**src/rtl/tick_timer.sv**
```systemverilog
// Tick-driven down-counter with IDLE/RUN/HOLD control, optional auto-reload and an expiry pulse.
// All outputs are registered. EXPIRE rises the cycle after the tick that reaches zero. There is no backpressure.
module tick_timer #(
  parameter int WIDTH = 8
) (
  input  logic             CLK,
  input  logic             RESET,
  input  logic             TICK,
  input  logic             LOAD,
  input  logic [WIDTH-1:0] LOAD_VAL,
  input  logic             START,
  input  logic             STOP,
  input  logic             AUTO_RELOAD,
  output logic [WIDTH-1:0] COUNT,
  output logic             RUNNING,
  output logic             EXPIRE,
  output logic [3:0]       EXP_CNT
);

  typedef enum logic [1:0] {
    ST_IDLE = 2'd0,
    ST_RUN  = 2'd1,
    ST_HOLD = 2'd2
  } state_t;

  localparam logic [WIDTH-1:0] CNT_ZERO = '0;
  localparam logic [WIDTH-1:0] CNT_ONE  = WIDTH'(1);

  state_t           state_q, state_d;
  logic [WIDTH-1:0] count_q, count_d;
  logic [WIDTH-1:0] reload_q, reload_d;
  logic             running_q, running_d;
  logic             expire_q, expire_d;
  logic [3:0]       exp_cnt_q, exp_cnt_d;

  always_comb begin
    state_d   = state_q;
    count_d   = count_q;
    reload_d  = reload_q;
    expire_d  = 1'b0;
    exp_cnt_d = exp_cnt_q;

    if (LOAD) begin
      reload_d  = LOAD_VAL;
      count_d   = LOAD_VAL;
      state_d   = ST_IDLE;
      exp_cnt_d = 4'd0;
    end else if (STOP) begin
      // STOP wins over a simultaneous START in every state.
      if (state_q == ST_RUN) begin
        state_d = ST_HOLD;
      end
    end else begin
      if (START && (state_q == ST_HOLD)) begin
        state_d = ST_RUN;
      end else if (START && (state_q == ST_IDLE) && (count_q != CNT_ZERO)) begin
        state_d = ST_RUN;
      end

      // Only a state register already in RUN counts ticks, so a START cycle never does.
      if (TICK && (state_q == ST_RUN)) begin
        if (count_q > CNT_ONE) begin
          count_d = count_q - CNT_ONE;
        end else if (count_q == CNT_ONE) begin
          expire_d = 1'b1;
          if (exp_cnt_q != 4'hF) begin
            exp_cnt_d = exp_cnt_q + 4'd1;
          end
          if (AUTO_RELOAD && (reload_q != CNT_ZERO)) begin
            count_d = reload_q;
          end else begin
            count_d = CNT_ZERO;
            state_d = ST_IDLE;
          end
        end
      end
    end

    running_d = (state_d == ST_RUN);
  end

  always_ff @(posedge CLK) begin
    if (RESET) begin
      state_q   <= ST_IDLE;
      count_q   <= '0;
      reload_q  <= '0;
      running_q <= 1'b0;
      expire_q  <= 1'b0;
      exp_cnt_q <= 4'd0;
    end else begin
      state_q   <= state_d;
      count_q   <= count_d;
      reload_q  <= reload_d;
      running_q <= running_d;
      expire_q  <= expire_d;
      exp_cnt_q <= exp_cnt_d;
    end
  end

  assign COUNT   = count_q;
  assign RUNNING = running_q;
  assign EXPIRE  = expire_q;
  assign EXP_CNT = exp_cnt_q;

endmodule

```
**config.mk**
```make
export PLATFORM = sky130hd
export DESIGN_NAME = tick_timer
export DESIGN_NICKNAME = d
export VERILOG_FILES = /design/src/rtl/tick_timer.sv
export SDC_FILE = /design/constraint.sdc
export NUM_CORES = 1
export LEC_CHECK = 0
export ABC_AREA = 1
export CAP_MARGIN = 10
export CORE_ASPECT_RATIO = 0.8
export CORE_MARGIN = 2
export CORE_UTILIZATION = 51
export DETAILED_ROUTE_END_ITERATION = 10
export PLACE_DENSITY = 0.9
export SYNTH_ARGS = -nofsm -noshare
export SYNTH_HDL_FRONTEND = slang
export SYNTH_SLANG_ARGS = --single-unit
export TNS_END_PERCENT = 50
```
**constraint.sdc**
```tcl
create_clock -name CLK -period 2.3 [get_ports CLK]
set_clock_uncertainty 0.2 [all_clocks]
set_input_delay 0.46 -clock CLK [delete_from_list [all_inputs] [get_ports CLK]]
set_output_delay 0.46 -clock CLK [all_outputs]
set_load 0.02 [all_outputs]
```
==> qor.csv <==
stage;metric;value;unit
timing;worst_slack;175.0;ps
final_layout;diodes;0;
detailed_routing;wl;3.276;mm
logic_synthesis;synth.distinct_cells;30;
place;place_ws;143.2;ps
detailed_routing;vias;1432;
place;io_buffers;28;
detailed_routing;drt-wirelength-per-cell;11.58;µm
logic_synthesis;yosys_most_used_dff;dfxtp_1;
setup_path;critical_path.slowest_cell;clkdlybuf4s50_1;
setup_path;crit_family;buffers and inverters;
logic_synthesis;async_reset_ff_share;0;%
logic_synthesis;syn_inst;214;
flow_run;drv_cap;0;
clock_tree;root_buffer;clkbuf_4;
worst_hold_path;hold_path_class;reg2reg;
timing;period_needed;2125;ps
final_layout;final_common_cell;nand2_1;
grt;track_usage;21.16;%
floorplanning;core_area;2723;µm²
grt;grt_pass1_wl;5.602;mm
clock_tree;cts.sinks;24;
timing;slew_violations;0;
setup_path;critPathMaxStageDelay;660;ps
clock_tree;htreeDepth;1;
logic_synthesis;synth_nets;232;
run_status;status;finished, final reports clean;
logic_synthesis;synth_seq_area_share;33.42;%
clock_tree;cts_made_buffers;3;
logic_synthesis;syn_area;1438;µm²
floorplanning;die_area;3262;µm²
clock_tree;ctsResizeCount;0;
clock_tree;cts_buffer_depth;2;
logic_synthesis;synth_edf_count;0;
setup_path;cp.arrival;1460;ps
setup_path;crit_path_cell_trace;clkdlybuf4s50_1;
detailed_routing;postRouteAntennaNets;0;
logic_synthesis;avgSynthCellArea;6.718;µm²
timing;post-route-period-util;92.39;%
timing;rsz0062_at_grt;no;
timing;tightest_slew;402.4;ps
final_layout;syn2layout_area_growth;26.46;%
setup_path;startpoint_type;flip-flop;
power;powerDensity;597.2;nW/µm²
power;ir_worst_vdd;490.5;µV
place;routabilityCongestion;0.8304;
setup_path;end_kind;primary output;
detailed_routing;dr.pass1.iters;4;
timing;setup_viol;0;
final_layout;final_cell_mix;nand2_1 (58), inv_1 (34), clkdlybuf4s50_1 (28);
final_layout;drive_gt1_share;9.388;%
worst_hold_path;min_to;reload_q[3]$_SDFFE_PP0P_;
setup_path;r2r_start;COUNT[0]$_SDFFE_PP0P_;
detailed_routing;initialDrtViolationCount;112;
timing;fmax;470.6;MHz
floorplanning;rows;17;
setup_path;r2r-end;COUNT[4]$_SDFFE_PP0P_;
grt;grt_pass1_vias;1270;
detailed_routing;vias_per_cell;5.060;
power;power_leakage;0.8304;nW
worst_hold_path;min_from;reload_q[3]$_SDFFE_PP0P_;
setup_path;cp.required;1640;ps
place;place.detailed.hpwl;2.554;mm
floorplanning;start_util;52.80;%
timing;final.setup.tns;0;ps
floorplanning;die_y;51.49;µm
detailed_routing;drcViolationCount;0;
final_layout;fillers;254;
clock_tree;cts_tree;done;
grt;grt_max_degree;17;
final_layout;nets;264;
logic_synthesis;synth_seq_cells;24;
floorplanning;ios;29;
worst_hold_path;hold_depth;2;
floorplanning;fp.dieW;63.36;µm
clock_tree;post_cts_buffers;0;
setup_path;crit_fanout;6;
clock_tree;ctsHoldBuffers;0;
timing;timing_hold_violations_final;0;
clock_tree;clock_latency;310;ps
timing;slew_headroom;73.18;%
setup_path;critPathKind;reg2out;
logic_synthesis;synth_warnings;0;
setup_path;rrSetupSlack;440;ps
setup_path;worst-path-buf-inv;1;
clock_tree;path_clk_slew;130;ps
grt;antenna_found_initial;0;
grt;grt-ovfl-total;0;
setup_path;worst_r2r_path_depth;9;
[cells by family (layout without fill, tap and decap cells)]
family                   count (synthesis)  after routing  synth area share, %
AND/OR/NAND/NOR                        110            110                36.99
buffers and inverters                   40             71                10.97
AO/OA/AOI/OAI                           35             35                14.80
flip-flops                              24             24                33.42
adder cells (fa/ha/maj)                  3              3                2.611
XOR/XNOR                                 2              2                1.219
[sequential cells by signal (all words and copies together), names as in the netlist]
name	count
EXP_CNT	4
EXPIRE	1
COUNT	8
reload_q	8
state_q	2
RUNNING	1
[Yosys cell counts, types with 2 or more instances]
master	instances	area (µm²)
ha_1	3	37.54
dfxtp_1	24	480.5
a21oi_2	5	43.79
inv_1	34	127.6
nor3_1	3	15.01
nand4_1	3	18.77
o21ai_1	8	40.04
o21ai_0	4	20.02
nand3_1	18	90.09
o22ai_1	8	50.05
nor2_4	3	33.78
clkinv_1	2	7.510
clkbuf_1	2	7.510
a21oi_1	7	35.03
nor2_1	16	60.06
nand2_1	58	217.7
nand2_4	2	22.52
nand2_2	2	12.51
[worst reg2reg max path, delay by kind of cell (launching register included)]
family / cells / cell delay, ps
adder cells (fa/ha/maj): 1 / 240
AO/OA/AOI/OAI: 1 / 110
flip-flops: 1 / 490
buffers and inverters: 1 / 80
AND/OR/NAND/NOR: 6 / 700
[where the power goes]
group          switching [mW]  internal, mW
Sequential             0.0287         0.440
Combinational           0.185         0.127
Clock                   0.129         0.176
[metal layers]
metal / part of all wire (%) / wire [µm] / global-route usage, % / up-vias
met4: 0.61 / 20 / 5.435 / 0
met1: 49 / 1602 / 29.81 / 630
met5: 0 / 0 / 0 / -
li1: - / - / - / 752
met2: 45 / 1463 / 35.44 / 48
met3: 5.8 / 189 / 1.322 / 2
[layout make-up]
class,count,area [µm²],area share (%)
Tap cell,38,47.55,2.615
Multi-Input combinational cell,150,799.5,43.98
Inverter,36,135.1,7.433
Sequential cell,24,480.5,26.43
Clock buffer,3,22.52,1.239
Timing Repair Buffer,31,302.8,16.66
Clock inverter,1,30.03,1.652
[how the worst max path moves through the flow]
stage / start / to / cells after the start
after detailed placement: TICK / COUNT[5]$_SDFFE_PP0P_ / 8
after CTS: COUNT[4]$_SDFFE_PP0P_ / COUNT[4] / 1
after floorplan: COUNT[0]$_SDFFE_PP0P_ / COUNT[2]$_SDFFE_PP0P_ / 9
final: COUNT[4]$_SDFFE_PP0P_ / COUNT[4] / 1
after global placement: TICK / COUNT[4]$_SDFFE_PP0P_ / 8
after global routing: COUNT[4]$_SDFFE_PP0P_ / COUNT[4] / 1
[per-stage QoR]
stage                     cell area [µm²]  cells  utilization, %  hold slack, ps  power, mW
final                                1818    283           66.77           305.7      1.086
after global routing                 1818    283           66.77           338.4      1.141
after CTS                            1818    283           66.77           301.9      1.086
after detailed placement             1765    279           64.84           281.3     0.7847
after global placement               1765    279           64.84           274.9     0.7759
after floorplan                      1438    214               -           260.5     0.6857
No activity file was read; power rests on OpenSTA's default activity.
==> RTL change 1 (config.mk and constraints unchanged) <==
Add an input register stage for `TICK`, `LOAD`, `LOAD_VAL`, `START`, `STOP` and `AUTO_RELOAD`, cleared by the reset; this delays them by one clock. Comments in the files are not updated.
--- a/src/rtl/tick_timer.sv
+++ b/src/rtl/tick_timer.sv
@@ -26,6 +26,31 @@
   localparam logic [WIDTH-1:0] CNT_ZERO = '0;
   localparam logic [WIDTH-1:0] CNT_ONE  = WIDTH'(1);
 
+  logic TICK_q;
+  logic LOAD_q;
+  logic [WIDTH-1:0] LOAD_VAL_q;
+  logic START_q;
+  logic STOP_q;
+  logic AUTO_RELOAD_q;
+
+  always_ff @(posedge CLK) begin
+    if (RESET) begin
+      TICK_q        <= '0;
+      LOAD_q        <= '0;
+      LOAD_VAL_q    <= '0;
+      START_q       <= '0;
+      STOP_q        <= '0;
+      AUTO_RELOAD_q <= '0;
+    end else begin
+      TICK_q        <= TICK;
+      LOAD_q        <= LOAD;
+      LOAD_VAL_q    <= LOAD_VAL;
+      START_q       <= START;
+      STOP_q        <= STOP;
+      AUTO_RELOAD_q <= AUTO_RELOAD;
+    end
+  end
+
   state_t           state_q, state_d;
   logic [WIDTH-1:0] count_q, count_d;
   logic [WIDTH-1:0] reload_q, reload_d;
@@ -40,25 +65,25 @@
     expire_d  = 1'b0;
     exp_cnt_d = exp_cnt_q;
 
-    if (LOAD) begin
-      reload_d  = LOAD_VAL;
-      count_d   = LOAD_VAL;
+    if (LOAD_q) begin
+      reload_d  = LOAD_VAL_q;
+      count_d   = LOAD_VAL_q;
       state_d   = ST_IDLE;
       exp_cnt_d = 4'd0;
-    end else if (STOP) begin
+    end else if (STOP_q) begin
       // STOP wins over a simultaneous START in every state.
       if (state_q == ST_RUN) begin
         state_d = ST_HOLD;
       end
     end else begin
-      if (START && (state_q == ST_HOLD)) begin
+      if (START_q && (state_q == ST_HOLD)) begin
         state_d = ST_RUN;
-      end else if (START && (state_q == ST_IDLE) && (count_q != CNT_ZERO)) begin
+      end else if (START_q && (state_q == ST_IDLE) && (count_q != CNT_ZERO)) begin
         state_d = ST_RUN;
       end
 
       // Only a state register already in RUN counts ticks, so a START cycle never does.
-      if (TICK && (state_q == ST_RUN)) begin
+      if (TICK_q && (state_q == ST_RUN)) begin
         if (count_q > CNT_ONE) begin
           count_d = count_q - CNT_ONE;
         end else if (count_q == CNT_ONE) begin
@@ -66,7 +91,7 @@
           if (exp_cnt_q != 4'hF) begin
             exp_cnt_d = exp_cnt_q + 4'd1;
           end
-          if (AUTO_RELOAD && (reload_q != CNT_ZERO)) begin
+          if (AUTO_RELOAD_q && (reload_q != CNT_ZERO)) begin
             count_d = reload_q;
           end else begin
             count_d = CNT_ZERO;
Check against the original RTL: not equivalent (a bounded check fails within 4 cycles, from zero or initial values and one cycle with RESET high).
==> RTL change 1 against the original RTL <==
Power up 42%. Combinational power is 8.7% lower. Wire length rose by 17%. Synthesized area up 24%. Cell area increased by 22%. Sequential cell count is 13 higher. Sequential share of layout area rose by 7.0 points. Worst setup slack gained 0.026 ns. Critical path type unchanged. Highest routed layer unchanged.
==> RTL change 1: results (changes against the original RTL) <==
{| class="wikitable"
! Metric !! Value
|-
| Result of the run || complete, no violations
|-
| Net switching power || 433 uW (+26%)
|-
| Share of post-route cells with drive strength above 1 || 0.0707 (-0.0232)
|-
| Placement-stage cell area || 2100 sq um (+19%)
|-
| Static Leakage || 0.000983 uW (+18%)
|-
| Reg-to-reg slack, setup || 0.37 ns (-0.07 ns)
|-
| Critical path arrival || 1.44 ns (-0.02 ns)
|-
| Worst min-delay path endpoint || reload_q[4]
|-
| Post-synth top cells || nand2_1, inv_1, dfxtp_1
|-
| Startpoint of the worst hold path || reload_q[4]
|-
| Detailed-route wire length || 3830 um (+17%)
|-
| Synthesized net count || 270 (+16%)
|-
| Worst flop-to-flop path endpoint || COUNT[7]
|-
| Total Routing Usage GR || 0.212 (about the same)
|-
| Clock-pin slew on the worst setup and hold paths || 0.07 ns (-0.06 ns)
|-
| Transition at the pin with the smallest max-transition slack || 0.486 ns (+0.0836 ns)
|-
| Cts bufs inserted || 5 (+2)
|-
| Starting density of the core || 0.526 (-0.00245)
|-
| Sequential-to-total area share from yosys stat || 0.415 (+0.0804)
|-
| Final-stage net count || 300 (+14%)
|-
| Average via count per standard cell || 5.04 (-0.46%)
|-
| Filler cells || 320 (+26%)
|-
| Total design power || 1540 uW (+42%)
|-
| Root buffer selected by CTS || clkbuf_8
|-
| Detailed-placement wirelength estimate || 2800 um (+9.5%)
|-
| Power attributed to sequential cells || 696 uW (+49%)
|-
| Top area cells in the synthesized netlist || dfxtp_1, nand2_1, inv_1
|-
| Proportion of power drawn by combinational gates || 0.185 (-0.102)
|-
| Number of distinct library cell variants in the gate-level netlist after synthesis || 28 (-6.7%)
|}
-- RTL change 1: cell count changes in the layout (fill, tap and decap cells not counted), moves of 9 or more --
cell	delta
nor2_1	+14
nand3_1	+9
inv_1	+10
dfxtp_1	+13
nand2_1	-10
-- RTL change 1: how the worst max path moves through the flow --
stage,from,to,slack [ns]
3_5_place_dp,RESET,EXP_CNT[1],0.35
6_report,COUNT[3],COUNT[3],0.20
3_3_place_gp,RESET,EXP_CNT[1],0.44
2_1_floorplan,COUNT[0],EXP_CNT[3],0.55
5_1_grt,COUNT[2],COUNT[2],0.15
4_1_cts,COUNT[3],COUNT[3],0.21
-- RTL change 1: cell families (layout without fill, tap and decap cells) --
family / after synthesis / after routing / synth area share
buf+inv: 51 / 82 / 0.107
simple gates: 120 / 120 / 0.320
xor+xnor: 3 / 3 / 0.0147
flops: 37 / 37 / 0.415
fa+ha+maj: 3 / 3 / 0.0210
compound gates: 38 / 38 / 0.123
-- RTL change 1: per-layer routing --
metal,vias up,share of wire,global-route usage
met3,6,0.061,0.0689
met5,-,0,0
li1,861,-,-
met1,718,0.48,0.297
met2,52,0.44,0.317
met4,0,0.012,0.0577
-- RTL change 1: cell type report --
class | count | area [sq um] | area share
clock buffers | 6 | 72.6 | 0.0327
clock inverters | 2 | 38.8 | 0.0175
flip-flops and latches | 37 | 741 | 0.334
repair buffers | 29 | 288 | 0.130
inverters | 45 | 169 | 0.0762
well taps | 42 | 52.6 | 0.0237
multi-input cells | 164 | 855 | 0.386
-- RTL change 1: metrics by stage --
stage	setup slack, ns	cells	hold WS, ns
after global placement	0.438	317	0.276
after detailed placement	0.347	317	0.279
final	0.201	325	0.294
after floorplan	0.555	252	0.246
after CTS	0.212	325	0.292
after global routing	0.152	325	0.312
==> RTL change 2 (config.mk and constraints unchanged) <==
Made on the original files. Set the parameter `WIDTH` to 6 (it was 8).
--- a/src/rtl/tick_timer.sv
+++ b/src/rtl/tick_timer.sv
@@ -1,7 +1,7 @@
 // Tick-driven down-counter with IDLE/RUN/HOLD control, optional auto-reload and an expiry pulse.
 // All outputs are registered. EXPIRE rises the cycle after the tick that reaches zero. There is no backpressure.
 module tick_timer #(
-  parameter int WIDTH = 8
+  parameter int WIDTH = 6
 ) (
   input  logic             CLK,
   input  logic             RESET,
Ports: changed (resized COUNT and LOAD_VAL); port bits go from 29 to 25. No check against the original RTL was run, so the function may have changed too.
==> RTL change 2 against the original RTL <==
Worst setup slack better by 0.034 ns. Register-to-register slack worse by 0.17 ns. Worst hold slack worse by 0.017 ns. Non-clock buffer count is 5 lower. First-iteration DRC count is 53% lower. Sequential cell count is 4 lower. Wire length is 16% lower. Sequential share of layout area is 0.62 points higher. Cell area is 19% lower. Synthesized area is 18% lower. Final cell count is 20% lower. Power is 29% lower. Synthesized cell count is 18% lower.
==> RTL change 2: results (changes against the original RTL) <==
{| class="wikitable"
! Metric !! Value
|-
| Peak supply drop || 0.380 mV (-23%)
|-
| Wire length on met1 || 1250 um (-22%)
|-
| Clock-pin slew on the worst setup and hold paths || 0.10 ns (-0.03 ns)
|-
| Biggest cell delay along the critical path || 0.66 ns (about the same)
|-
| Top area cells in the synthesized netlist || dfxtp_1, nand2_1, nand3_1
|-
| Number of port buffers || 24 (-14%)
|-
| Violation count after the first detailed-route iteration || 53 (-53%)
|-
| Net switching power || 252 uW (-27%)
|-
| Maximum fanout along the worst path || 6 (unchanged)
|-
| Result of the run || complete, no violations
|-
| Critical path arrival || 1.43 ns (-0.03 ns)
|-
| Met2 usage || 0.395 (+0.0411)
|-
| Synthesized-area fraction occupied by xor and xnor cells || 0.0148 (+0.00260)
|-
| Detailed-route wire length || 2740 um (-16%)
|-
| Global-route track usage on met3 || 0.0413 (+0.0281)
|-
| Global routing met1 resource utilization || 0.283 (-0.0153)
|-
| Post-synth top cells || nand2_1, nor2_1, dfxtp_1, inv_1, nand3_1
|-
| Post-placement worst setup slack || 0.266 ns (+0.123 ns)
|-
| Number of distinct library cell variants in the gate-level netlist after synthesis || 25 (-17%)
|-
| Compound-gate portion of the synthesized area || 0.109 (-0.0392)
|-
| Total Routing Usage GR || 0.226 (+0.0145)
|-
| Detailed-placement wirelength estimate || 2210 um (-14%)
|-
| Average wire per standard cell || 12.1 um (+4.2%)
|-
| Average via count per standard cell || 5.42 (+7.1%)
|-
| Global-route wire length before repair || 4690 um (-16%)
|-
| Power attributed to sequential cells || 383 uW (-18%)
|-
| Clock power frac || 0.213 (-0.068)
|-
| DR WL met3 || 193 um (+2.1%)
|-
| Maximum number of pins on one net before global-route repair || 16 (-1)
|-
| Later-pin clock latency in the skew report || 0.30 ns
|-
| Post-synthesis async set-or-reset flop share || 0 (unchanged)
|-
| Static Leakage || 0.000672 uW (-19%)
|-
| Synthesized net count || 192 (-17%)
|-
| Dpl cells || 224 (-20%)
|-
| Worst slew slack as a fraction of its limit || 0.687 (-0.0447)
|-
| Share of post-route cells with drive strength above 1 || 0.0891 (-0.00477)
|-
| Sequential-to-total area share from yosys stat || 0.338 (+0.00371)
|-
| Gate count after technology mapping || 176 (-18%)
|-
| Number of global-route vias before repair || 1154 (-9.1%)
|-
| Total inserted antenna cells || 0 (unchanged)
|-
| Arithmetic-cell share of the synthesized area counting full adders, half adders and majority gates || 0.0317 (+0.00557)
|-
| Final weighted congestion in routability-driven placement || 0.932 (+12%)
|-
| Met2 WL || 1250 um (-14%)
|}
[RTL change 2: path summary, 6_finish.rpt]
kind / startpoint / endpoint / slack [ns] / cells past startpoint
worst max register to register: COUNT[0] / COUNT[4] / 0.27 / 8
worst min-delay path: reload_q[1] / reload_q[1] / 0.29 / 2
worst max-delay path: COUNT[4] / COUNT[4] / 0.21 / 1
worst min register to register: reload_q[1] / reload_q[1] / 0.29 / 2
[RTL change 2: final cells by class]
type	count	area (sq um)
Fill cell	195	697
Inverter	22	82.6
Clock buffer	3	22.5
Tap cell	25	31.3
Sequential cell	20	400
Multi-Input combinational cell	131	688
Timing Repair Buffer	26	255
[RTL change 2: metrics by stage]
| stage | cell area [sq um] | total power (uW) |
|---|---|---|
| 2_1_floorplan | 1180 | 535 |
| 3_3_place_gp | 1460 | 604 |
| 3_5_place_dp | 1460 | 613 |
| 4_1_cts | 1480 | 773 |
| 5_1_grt | 1480 | 819 |
| 6_report | 1480 | 771 |
